==> config.mk <==
export PLATFORM = sky130hd
export DESIGN_NAME = mov_imm_sequencer
export DESIGN_NICKNAME = d
export VERILOG_FILES = /design/src/rtl/mov_imm_sequencer.sv
export SDC_FILE = /design/constraint.sdc
export NUM_CORES = 1
export LEC_CHECK = 0
export ABC_AREA = 0
export BUFFER_PORTS_ARGS = -buffer_cell sky130_fd_sc_hd__buf_2
export CAP_MARGIN = 20
export CORE_UTILIZATION = 35
export CTS_CLUSTER_SIZE = 14
export DETAILED_ROUTE_END_ITERATION = 12
export PLACE_DENSITY = 0.63
export SLEW_MARGIN = 30
export SYNTH_ARGS = -nofsm -noshare
export SYNTH_HDL_FRONTEND = slang
export SYNTH_SLANG_ARGS = --single-unit
==> constraint.sdc <==
create_clock -name CLK -period 2.7 [get_ports CLK]
set_input_delay 0 -clock CLK [delete_from_list [all_inputs] [get_ports CLK]]
set_output_delay 0 -clock CLK [all_outputs]
set_load 0.01 [all_outputs]
==> src/rtl/mov_imm_sequencer.sv <==
// Purpose: turn a 64-bit constant into the LEGv8 MOVZ/MOVK sequence that rebuilds it in a register.
// Latency: an accepted constant presents word 1 in the next cycle, then one word per cycle.
// Backpressure: out_ready low holds out_instr/out_last/out_count; in_ready is low for the whole sequence.
//
// Ports:
//   CLK        in   1   clock, rising edge
//   resetl     in   1   asynchronous active-low reset
//   in_valid   in   1   a constant is offered
//   in_ready   out  1   block is idle and will accept a constant
//   in_value   in   64  constant to materialise
//   in_rd      in   5   destination register number
//   out_valid  out  1   out_instr holds a valid instruction
//   out_ready  in   1   consumer takes out_instr this cycle
//   out_instr  out  32  {opc9, hw[1:0], imm16, rd[4:0]}
//   out_last   out  1   current word is the final one of the sequence
//   out_count  out  3   words in the current sequence (1..4), 0 when idle
//
// EMIT_ALL=1 always emits MOVZ hw0 followed by MOVK hw1..3; EMIT_ALL=0 skips
// zero 16-bit chunks (an all-zero constant still produces a single MOVZ #0).

module mov_imm_sequencer #(
  parameter bit EMIT_ALL = 1'b0
) (
  input  logic        CLK,
  input  logic        resetl,
  input  logic        in_valid,
  output logic        in_ready,
  input  logic [63:0] in_value,
  input  logic [4:0]  in_rd,
  output logic        out_valid,
  input  logic        out_ready,
  output logic [31:0] out_instr,
  output logic        out_last,
  output logic [2:0]  out_count
);

  localparam logic [8:0] OPC_MOVZ = 9'b110100101;
  localparam logic [8:0] OPC_MOVK = 9'b111100101;

  typedef enum logic {
    S_IDLE = 1'b0,
    S_EMIT = 1'b1
  } state_t;

  state_t      r_state;
  state_t      w_state_nxt;

  // Latched request and the ordered list of hw slots to emit.
  // r_list packs up to four 2-bit hw numbers, entry i at bits [2i+1:2i].
  logic [63:0] r_value;
  logic [4:0]  r_rd;
  logic [7:0]  r_list;
  logic [1:0]  r_idx;
  logic [2:0]  r_count;
  logic [31:0] r_instr;
  logic        r_last;

  logic [3:0]  w_mask;
  logic [7:0]  w_list;
  logic [2:0]  w_cnt;
  logic        w_load;
  logic        w_adv;
  logic        w_done;
  logic [1:0]  w_idx_nxt;
  logic [1:0]  w_hw_nxt;

  // Build one instruction word for slot hw of value.
  function automatic logic [31:0] f_encode(
    input logic        is_movz,
    input logic [1:0]  hw,
    input logic [63:0] value,
    input logic [4:0]  rd
  );
    logic [15:0] imm;
    case (hw)
      2'd0:    imm = value[15:0];
      2'd1:    imm = value[31:16];
      2'd2:    imm = value[47:32];
      default: imm = value[63:48];
    endcase
    f_encode = {(is_movz ? OPC_MOVZ : OPC_MOVK), hw, imm, rd};
  endfunction

  // Nonzero-chunk mask of the offered constant.
  always_comb begin
    w_mask = 4'b0000;
    for (int k = 0; k < 4; k++) begin
      w_mask[k] = |in_value[16*k +: 16];
    end
  end

  // Compact the mask into an ascending hw list; an empty mask degenerates
  // to slot 0 alone so the register is still written (MOVZ #0).
  always_comb begin
    w_list = 8'h00;
    w_cnt  = 3'd0;
    if (EMIT_ALL) begin
      w_list = {2'd3, 2'd2, 2'd1, 2'd0};
      w_cnt  = 3'd4;
    end else begin
      for (int k = 0; k < 4; k++) begin
        if (w_mask[k]) begin
          w_list[{w_cnt[1:0], 1'b0} +: 2] = 2'(k);
          w_cnt = w_cnt + 3'd1;
        end
      end
      if (w_cnt == 3'd0) begin
        w_cnt = 3'd1;
      end
    end
  end

  assign w_idx_nxt = r_idx + 2'd1;
  assign w_hw_nxt  = r_list[{w_idx_nxt, 1'b0} +: 2];

  // State register.
  always_ff @(posedge CLK or negedge resetl) begin
    if (!resetl) begin
      r_state <= S_IDLE;
    end else begin
      r_state <= w_state_nxt;
    end
  end

  // Next state and datapath strobes.
  always_comb begin
    w_state_nxt = r_state;
    w_load      = 1'b0;
    w_adv       = 1'b0;
    w_done      = 1'b0;
    case (r_state)
      S_IDLE: begin
        if (in_valid) begin
          w_load      = 1'b1;
          w_state_nxt = S_EMIT;
        end
      end
      S_EMIT: begin
        // in_valid is deliberately ignored here.
        if (out_ready) begin
          if (r_last) begin
            w_done      = 1'b1;
            w_state_nxt = S_IDLE;
          end else begin
            w_adv = 1'b1;
          end
        end
      end
      default: begin
        w_state_nxt = S_IDLE;
      end
    endcase
  end

  // Datapath: the word for the next slot is precomputed at the handshake
  // edge so out_instr is always a flop output.
  always_ff @(posedge CLK or negedge resetl) begin
    if (!resetl) begin
      r_value <= 64'd0;
      r_rd    <= 5'd0;
      r_list  <= 8'h00;
      r_idx   <= 2'd0;
      r_count <= 3'd0;
      r_instr <= 32'd0;
      r_last  <= 1'b0;
    end else if (w_load) begin
      r_value <= in_value;
      r_rd    <= in_rd;
      r_list  <= w_list;
      r_idx   <= 2'd0;
      r_count <= w_cnt;
      r_instr <= f_encode(1'b1, w_list[1:0], in_value, in_rd);
      r_last  <= (w_cnt == 3'd1);
    end else if (w_adv) begin
      r_idx   <= w_idx_nxt;
      r_instr <= f_encode(1'b0, w_hw_nxt, r_value, r_rd);
      r_last  <= ({1'b0, w_idx_nxt} == (r_count - 3'd1));
    end else if (w_done) begin
      // Back to idle: count reads 0 and no stale word is left on the bus.
      r_idx   <= 2'd0;
      r_count <= 3'd0;
      r_instr <= 32'd0;
      r_last  <= 1'b0;
    end
  end

  assign in_ready  = (r_state == S_IDLE);
  assign out_valid = (r_state == S_EMIT);
  assign out_instr = r_instr;
  assign out_last  = r_last;
  assign out_count = r_count;

endmodule

==> results of run 1 <==
[flip-flops by register name, indices dropped and copies added, names as in the netlist]
register   count
r_rd           5
out_valid      1
r_value       64
r_list         8
out_count      3
r_idx          2
out_last       1
out_instr     25
[layout make-up]
cell class | instances | area share
clock buffer | 14 | 0.0384
clock inverter | 2 | 0.00180
inverter | 9 | 0.00441
multi-input combinational | 450 | 0.366
sequential | 109 | 0.356
tap | 216 | 0.0353
timing repair buffer | 203 | 0.198
[worst reg2reg max path, stage by stage (launching register included)]
cell     delay [ns]
dfrtp_1        0.47
mux4_2         0.85
mux4_2         0.39
a22oi_1        0.16
o21ai_1        0.09
[repair_timing]
action	CTS	global route
hold buffers	71	0
setup buffers	0	0
endpoints found under the setup margin	0	11
hold endpoints to repair	136	0
resized for setup	0	5
[metrics by stage]
step                area, um2  instances  utilization
floorplan                5750        618            -
global placement         6590        915        0.413
detailed placement       6620        916        0.415
CTS                      7630       1003        0.479
global route             7660       1003        0.481
finish                   7660       1003        0.481
[layer usage]
layer  global-route usage  up-vias  wire length [um]  share of wire
li1                     -     2489                 -              -
met1                0.273     2583              7260           0.41
met2                0.359      196              8730           0.50
met3               0.0336       50               933          0.053
met4                0.133        0               687          0.039
met5                    0        -                 0              0
[cells in the mapped netlist (2+ instances only)]
library cell / number / area, um2
nand2_1: 228 / 856
dfrtp_1: 109 / 2730
a211oi_1: 33 / 248
clkbuf_1: 32 / 120
a22oi_1: 23 / 173
a21oi_1: 19 / 95.1
mux4_2: 18 / 405
a221o_1: 16 / 160
and3_1: 16 / 100
o21ai_1: 16 / 80.1
nor4_1: 12 / 75.1
o21ai_0: 10 / 50.1
inv_1: 9 / 33.8
nor2_1: 9 / 33.8
buf_4: 8 / 60.1
ha_1: 8 / 100
nand3_1: 5 / 25.0
buf_2: 4 / 20.0
nor4_2: 4 / 50.1
xnor2_1: 4 / 35.0
buf_1: 3 / 11.3
buf_6: 3 / 33.8
o21a_1: 3 / 22.5
a31oi_1: 2 / 12.5
nand4_1: 2 / 12.5
[power breakdown]
group          internal, mW  switching [mW]
clock network         0.753           0.604
logic                  1.22            1.26
registers              2.33           0.394
[path summary, 6_finish.rpt]
check,endpoint,start,slack [ns]
worst min register to register,r_value[36],r_value[36],0.47
worst max-delay path,out_count[0],in_value[19],0.12
worst max register to register,out_instr[15],r_idx[1],0.61
max in group asynchronous,out_instr[29],resetl,1.77
worst min-delay path,out_instr[29],out_ready,0.09
min in group asynchronous,out_instr[0],resetl,0.22
[cell families after synthesis]
family	Yosys count	synth area share
adder cells (fa/ha/maj)	9	0.0209
AND/OR/NAND/NOR	283	0.211
XOR/XNOR	5	0.00762
AO/OA/AOI/OAI	131	0.162
multiplexers	19	0.0745
buffers and inverters	59	0.0486
other	1	0.000653
flip-flops	109	0.475
==> impl_results.md, run 1 <==
- Status: completed
- Antenna violations before repair: 0
- Worst Setup End Kind: flip-flop
- Pwr Density: 857 nW/um2
- Crit path buf inv count: 3
- Reg area: 2730 um2
- Clk root buf: clkbuf_16
- Final Total Pwr: 6.57 mW
- Hold path cells: 4
- Row cnt: 46
- Synthesized flop and latch total: between 100 and 150
- Final Slew Violations: 0
- # clock sinks: 109
- DR pass1 iterations: 5
- Global Route Usage Sum: 0.219
- CTS tree: done
- Area Growth Syn to Fin: 33.4%
- Clock Skews: 0.00743 ns
- Hpwl dp: 11500 um
- Crit Path Class: input port to flip-flop
- Routed WL: 17600 um
- Die X: 130 um
- Ys flop type: dfrtp_1
- RSZ-0062 raised after global routing: false
- Leakage Power: 3.69 nW
- WHS: 0.0869 ns
- Max Cap Viol: 0
- Peak Freq: 0.388 GHz
- Starting density of the core: 0.360
- # setup viols final: 0
- Post-Synthesis Cells: 616
- Multi-input gate area: between 2000 and 3000 um2
- Slew @ Worst Pin: 0.729 ns
- Tcrit/Tclk final: 0.954
- Most frequent cells in the layout: nand2_1, dfrtp_1, buf_2
- Core ar.: 15900 um2
- Largest net degree at the start of global routing: about 60
- Cell Area, Synth: 5750 um2
- Worst path depth: 11
- Worst path max stage delay: 0.53 ns
- Worst slack, placed: ~0.019 ns
- Sequential cell area fraction in the yosys report: 0.475
- Yosys cell types: 45
- Die area: 16900 um2
- Most common cell after layout, fill and taps aside: nand2_1
- FFs w/ async S/R, synth: 1.00
- Die Y: 130 um
- Setup TNS: 0 ns
- Wire per inst: 17.6 um
- Worst-Skew Late Latency: between 0.3 and 0.4 ns
- Highest ir drop seen on vdd: 0.000388 V
- Worst Hold Class: input port to flip-flop
- Mapped Avg Cell Area: 9.33 um2
- Slew margin rel.: 0.512
- Crit start category: input port
- Post-synth EDFFs: 0
- Antenna cells: 0
- GPL Wtd Cong: 0.822
- Layout cells sized above 1: 0.234
- Crit-path leading delay family: buffers and inverters
- DRC viols: 0
- Vias: around 5300
- Initial DRC count: 585
- R2r worst-path depth: 4
- H-tree depth: 3
- IO Pins: 111
- Slowest cell on the critical path: dlygate4sd3_1
- Min Tclk post-route: around 2.6 ns
- CP Cell Sequence: dlygate4sd3_1 > buf_2 > nor4_2 > nand4_1 > buf_4 > fa_1 > ha_1 > nor2_1 > nand2_1 > o32ai_1 > a311o_1
- Clock-pin slew on the worst setup and hold paths: roughly 0.060 ns
- Ys Warns: 0
- Max Buffers Root-to-Sink: 2
- WP data arrival: 2.81 ns
- Routed Antenna Nets: 0
- Vias/cell: roughly 5.3
- First-pass GRT wire length: 27800 um
- Final WS setup: 0.124 ns
- Total CTS buffers: 9
- CP max FO: 6
- Vias in the first global route: 5309
- Fillers: between 1500 and 2000
- Remaining global-route overflow: 0
- Port-buffer cells: 107
- Fin nets: 864
- Critical Path RT: about 2.9 ns
- Final Hold Fails: 0
Power figures use the tool's default switching activity.
==> run 2: changes to the inputs <==
--- a/config.mk
+++ b/config.mk
@@ -8,10 +8,10 @@
 export ABC_AREA = 0
 export BUFFER_PORTS_ARGS = -buffer_cell sky130_fd_sc_hd__buf_2
 export CAP_MARGIN = 20
-export CORE_UTILIZATION = 35
+export CORE_UTILIZATION = 48
 export CTS_CLUSTER_SIZE = 14
 export DETAILED_ROUTE_END_ITERATION = 12
-export PLACE_DENSITY = 0.63
+export PLACE_DENSITY = 0.79
 export SLEW_MARGIN = 30
 export SYNTH_ARGS = -nofsm -noshare
 export SYNTH_HDL_FRONTEND = slang
==> run 2 against run 1 <==
Effect of this change: the flow now finishes with violations (design-rule violations); hold slack gained 0.013 ns; wire length up 1.2%; global-route usage up 8.2 points; total power shrank 0.98%; via count up 6.1%; first-iteration DRC count shrank 12%; core utilization increased by 17 points; sequential power increased by 2%; maximum frequency decreased by 1.8%; clock skew up 0.0013 ns; design area decreased by 2.2%; die area down 27%; critical path type unchanged; critical endpoint unchanged.
==> impl_results.md, run 2 (synthesis results as in run 1) <==
- Max reg flops: 64 (unchanged)
- Hpwl dp: 10800 um (was 11500 um)
- Failing checks: design-rule violations
- Starting density of the core: 0.497 (was 0.360)
- Slew margin rel.: 0.509 (was 0.512)
- Antenna violations before repair: 1 (was 0)
- Final Hold Fails: 0 (unchanged)
- Die area: 12400 um2 (was 16900 um2)
- Core ar.: 11600 um2 (was 15900 um2)
- Largest net degree at the start of global routing: 59 (unchanged)
- Status: finished with violations (was completed)
- Slowest cell on the critical path: fa_2 (was dlygate4sd3_1)
- CTS tree: done (unchanged)
- Worst-Skew Late Latency: 0.35 ns (was 0.36 ns)
- Clock Skews: 0.00874 ns (was 0.00743 ns)
- Clk root buf: clkbuf_16 (unchanged)
- Hold path cells: 4 (unchanged)
- Min Tclk post-route: 2.62 ns (was 2.58 ns)
- Crit Path Class: input port to flip-flop (unchanged)
- Layout cells sized above 1: 0.229 (was 0.234)
- # clock sinks: 109 (unchanged)
- Tcrit/Tclk final: 0.972 (was 0.954)
- Worst Hold End: out_instr[29] (unchanged)
- CP max FO: 4 (was 6)
- Area Growth Syn to Fin: 30.4% (was 33.4%)
- # Post-CTS Setup Buffers: 0 (unchanged)
- Biggest register: r_value (unchanged)
- Vias: 5643 (was 5318)
- Worst path max stage delay: 0.61 ns (was 0.53 ns)
- Max Cap Viol: 0 (unchanged)
- Peak Freq: 0.381 GHz (was 0.388 GHz)
- Fin cells: 925 (was 1003)
- Row cnt: 39 (was 46)
- Final Slew Violations: 0 (unchanged)
- H-tree depth: 3 (unchanged)
- Setup TNS: 0 ns (unchanged)
- Hold Startpoint: out_ready (unchanged)
- Initial DRC count: 517 (was 585)
- Worst Hold Class: input port to flip-flop (unchanged)
- Placed Instances: 839 (was 916)
- Port-buffer cells: 107 (unchanged)
- CP Cell Sequence: dlygate4sd3_1 > buf_2 > nor4_2 > nand4_4 > fa_2 > ha_1 > xnor2_1 > o32ai_1 > a311o_1 (was dlygate4sd3_1 > buf_2 > nor4_2 > nand4_1 > buf_4 > fa_1 > ha_1 > nor2_1 > nand2_1 > o32ai_1 > a311o_1)
- Crit start category: input port (unchanged)
- Slew @ Worst Pin: 0.737 ns (was 0.729 ns)
- IO Pins: 111 (unchanged)
- Vias/cell: 6.10 (was 5.30)
- Routed WL: 17800 um (was 17600 um)
- Worst reg2reg path endpoint: out_instr[16] (was out_instr[15])
- Global Route Usage Sum: 0.301 (was 0.219)
- FF-to-FF setup slack: 0.31 ns (was 0.61 ns)
- Fin nets: 859 (was 864)
- Worst Setup End Kind: flip-flop (unchanged)
- DR pass1 iterations: 10 (was 5)
- Highest ir drop seen on vdd: 0.000509 V (was 0.000388 V)
- R2r worst-path depth: 4 (unchanged)
- Remaining global-route overflow: 0 (unchanged)
- Die Y: 111 um (was 130 um)
- Max Buffers Root-to-Sink: 2 (unchanged)
- RSZ-0062 raised after global routing: false (unchanged)
- Wire per inst: 19.3 um (was 17.6 um)
- GPL Wtd Cong: 0.884 (was 0.822)
- Pwr Density: 868 nW/um2 (was 857 nW/um2)
- Most common cell after layout, fill and taps aside: nand2_1 (unchanged)
- Critical Path RT: 2.93 ns (about the same)
- Clock-pin slew on the worst setup and hold paths: 0.07 ns (was 0.06 ns)
- Total CTS buffers: 9 (unchanged)
- Worst R2R Start: r_idx[1] (unchanged)
- Most frequent cells in the layout: nand2_1, dfrtp_1, buf_2 (unchanged)
- # setup viols final: 0 (unchanged)
- Die X: 111 um (was 130 um)
- Vias in the first global route: 5521 (was 5309)
- First-pass GRT wire length: 28700 um (was 27800 um)
- Routed Antenna Nets: 0 (unchanged)
- DRC viols: 12 (was 0)
- WP data arrival: 2.86 ns (was 2.81 ns)
- Leakage Power: 3.64 nW (was 3.69 nW)
-- run 2: cell count changes in the layout (fill, tap and decap cells not counted), sizes merged --
cell	previous run	this run
buf	132	127
clkinv	2	1
diode	0	1
dlygate4sd3	71	70
dlymetal6s4s	0	1
-- run 2: per-layer routing --
layer	track usage	vias up	share of wire
met5	0	-	0
met4	0.166	0	0.061
met3	0.0719	113	0.092
met2	0.491	394	0.48
met1	0.370	2658	0.36
li1	-	2478	-
-- run 2: worst max-delay path, delay by kind of cell --
| family | cells | cell delay (ns) |
|---|---|---|
| and+or+nand+nor | 2 | 0.75 |
| buffers and inverters | 2 | 0.70 |
| AOI/OAI and AO/OA | 2 | 0.47 |
| adders and majority gates | 2 | 0.80 |
| xor gates and xnor gates | 1 | 0.13 |
-- run 2: metrics by stage --
stage	hold WS, ns	util	worst slack (ns)	total power [mW]	cell area, um2
finish	0.0999	0.648	0.0757	6.51	7490
global route	0.125	0.648	0.00249	6.88	7490
CTS	0.102	0.644	0.00552	6.45	7450
detailed placement	0.0862	0.558	0.123	5.12	6460
global placement	0.0739	0.558	0.156	4.99	6460
floorplan	-0.296	-	0.589	4.36	5750
-- run 2: worst max path at each step --
stage / from / to / slack [ns] / depth (start not counted)
after floorplan: in_value[13] / out_instr[13] / 0.59 / 9
after CTS: in_value[29] / out_count[0] / 0.006 / 14
final: in_value[43] / out_count[0] / 0.08 / 9
after global routing: in_value[13] / out_count[0] / 0.002 / 11
after detailed placement: in_value[2] / out_count[0] / 0.12 / 12
after global placement: in_value[27] / out_count[0] / 0.16 / 11
-- run 2: area by class of cell --
type / instances / area [um2]
clock inverters: 1 / 5.00
fillers: 855 / 4070
clock buffers: 14 / 274
inverters: 9 / 33.8
flip-flops and latches: 109 / 2730
well taps: 143 / 179
repair buffers: 198 / 1450
multi-input cells: 450 / 2820
diodes: 1 / 2.50
-- run 2: what timing repair did --
action                     4_1_cts  5_1_grt
gates resized for setup          0       11
hold endpoints to repair       134        0
hold buffers                    71        0
setup endpoints to repair        0       24
-- run 2: where the power goes --
part / leakage, nW / internal [mW] / switching [mW]
registers: 1.36 / 2.33 / 0.452
logic: 2.14 / 1.17 / 1.29
clock network: 0.139 / 0.696 / 0.564
total: 3.64 / 4.20 / 2.30
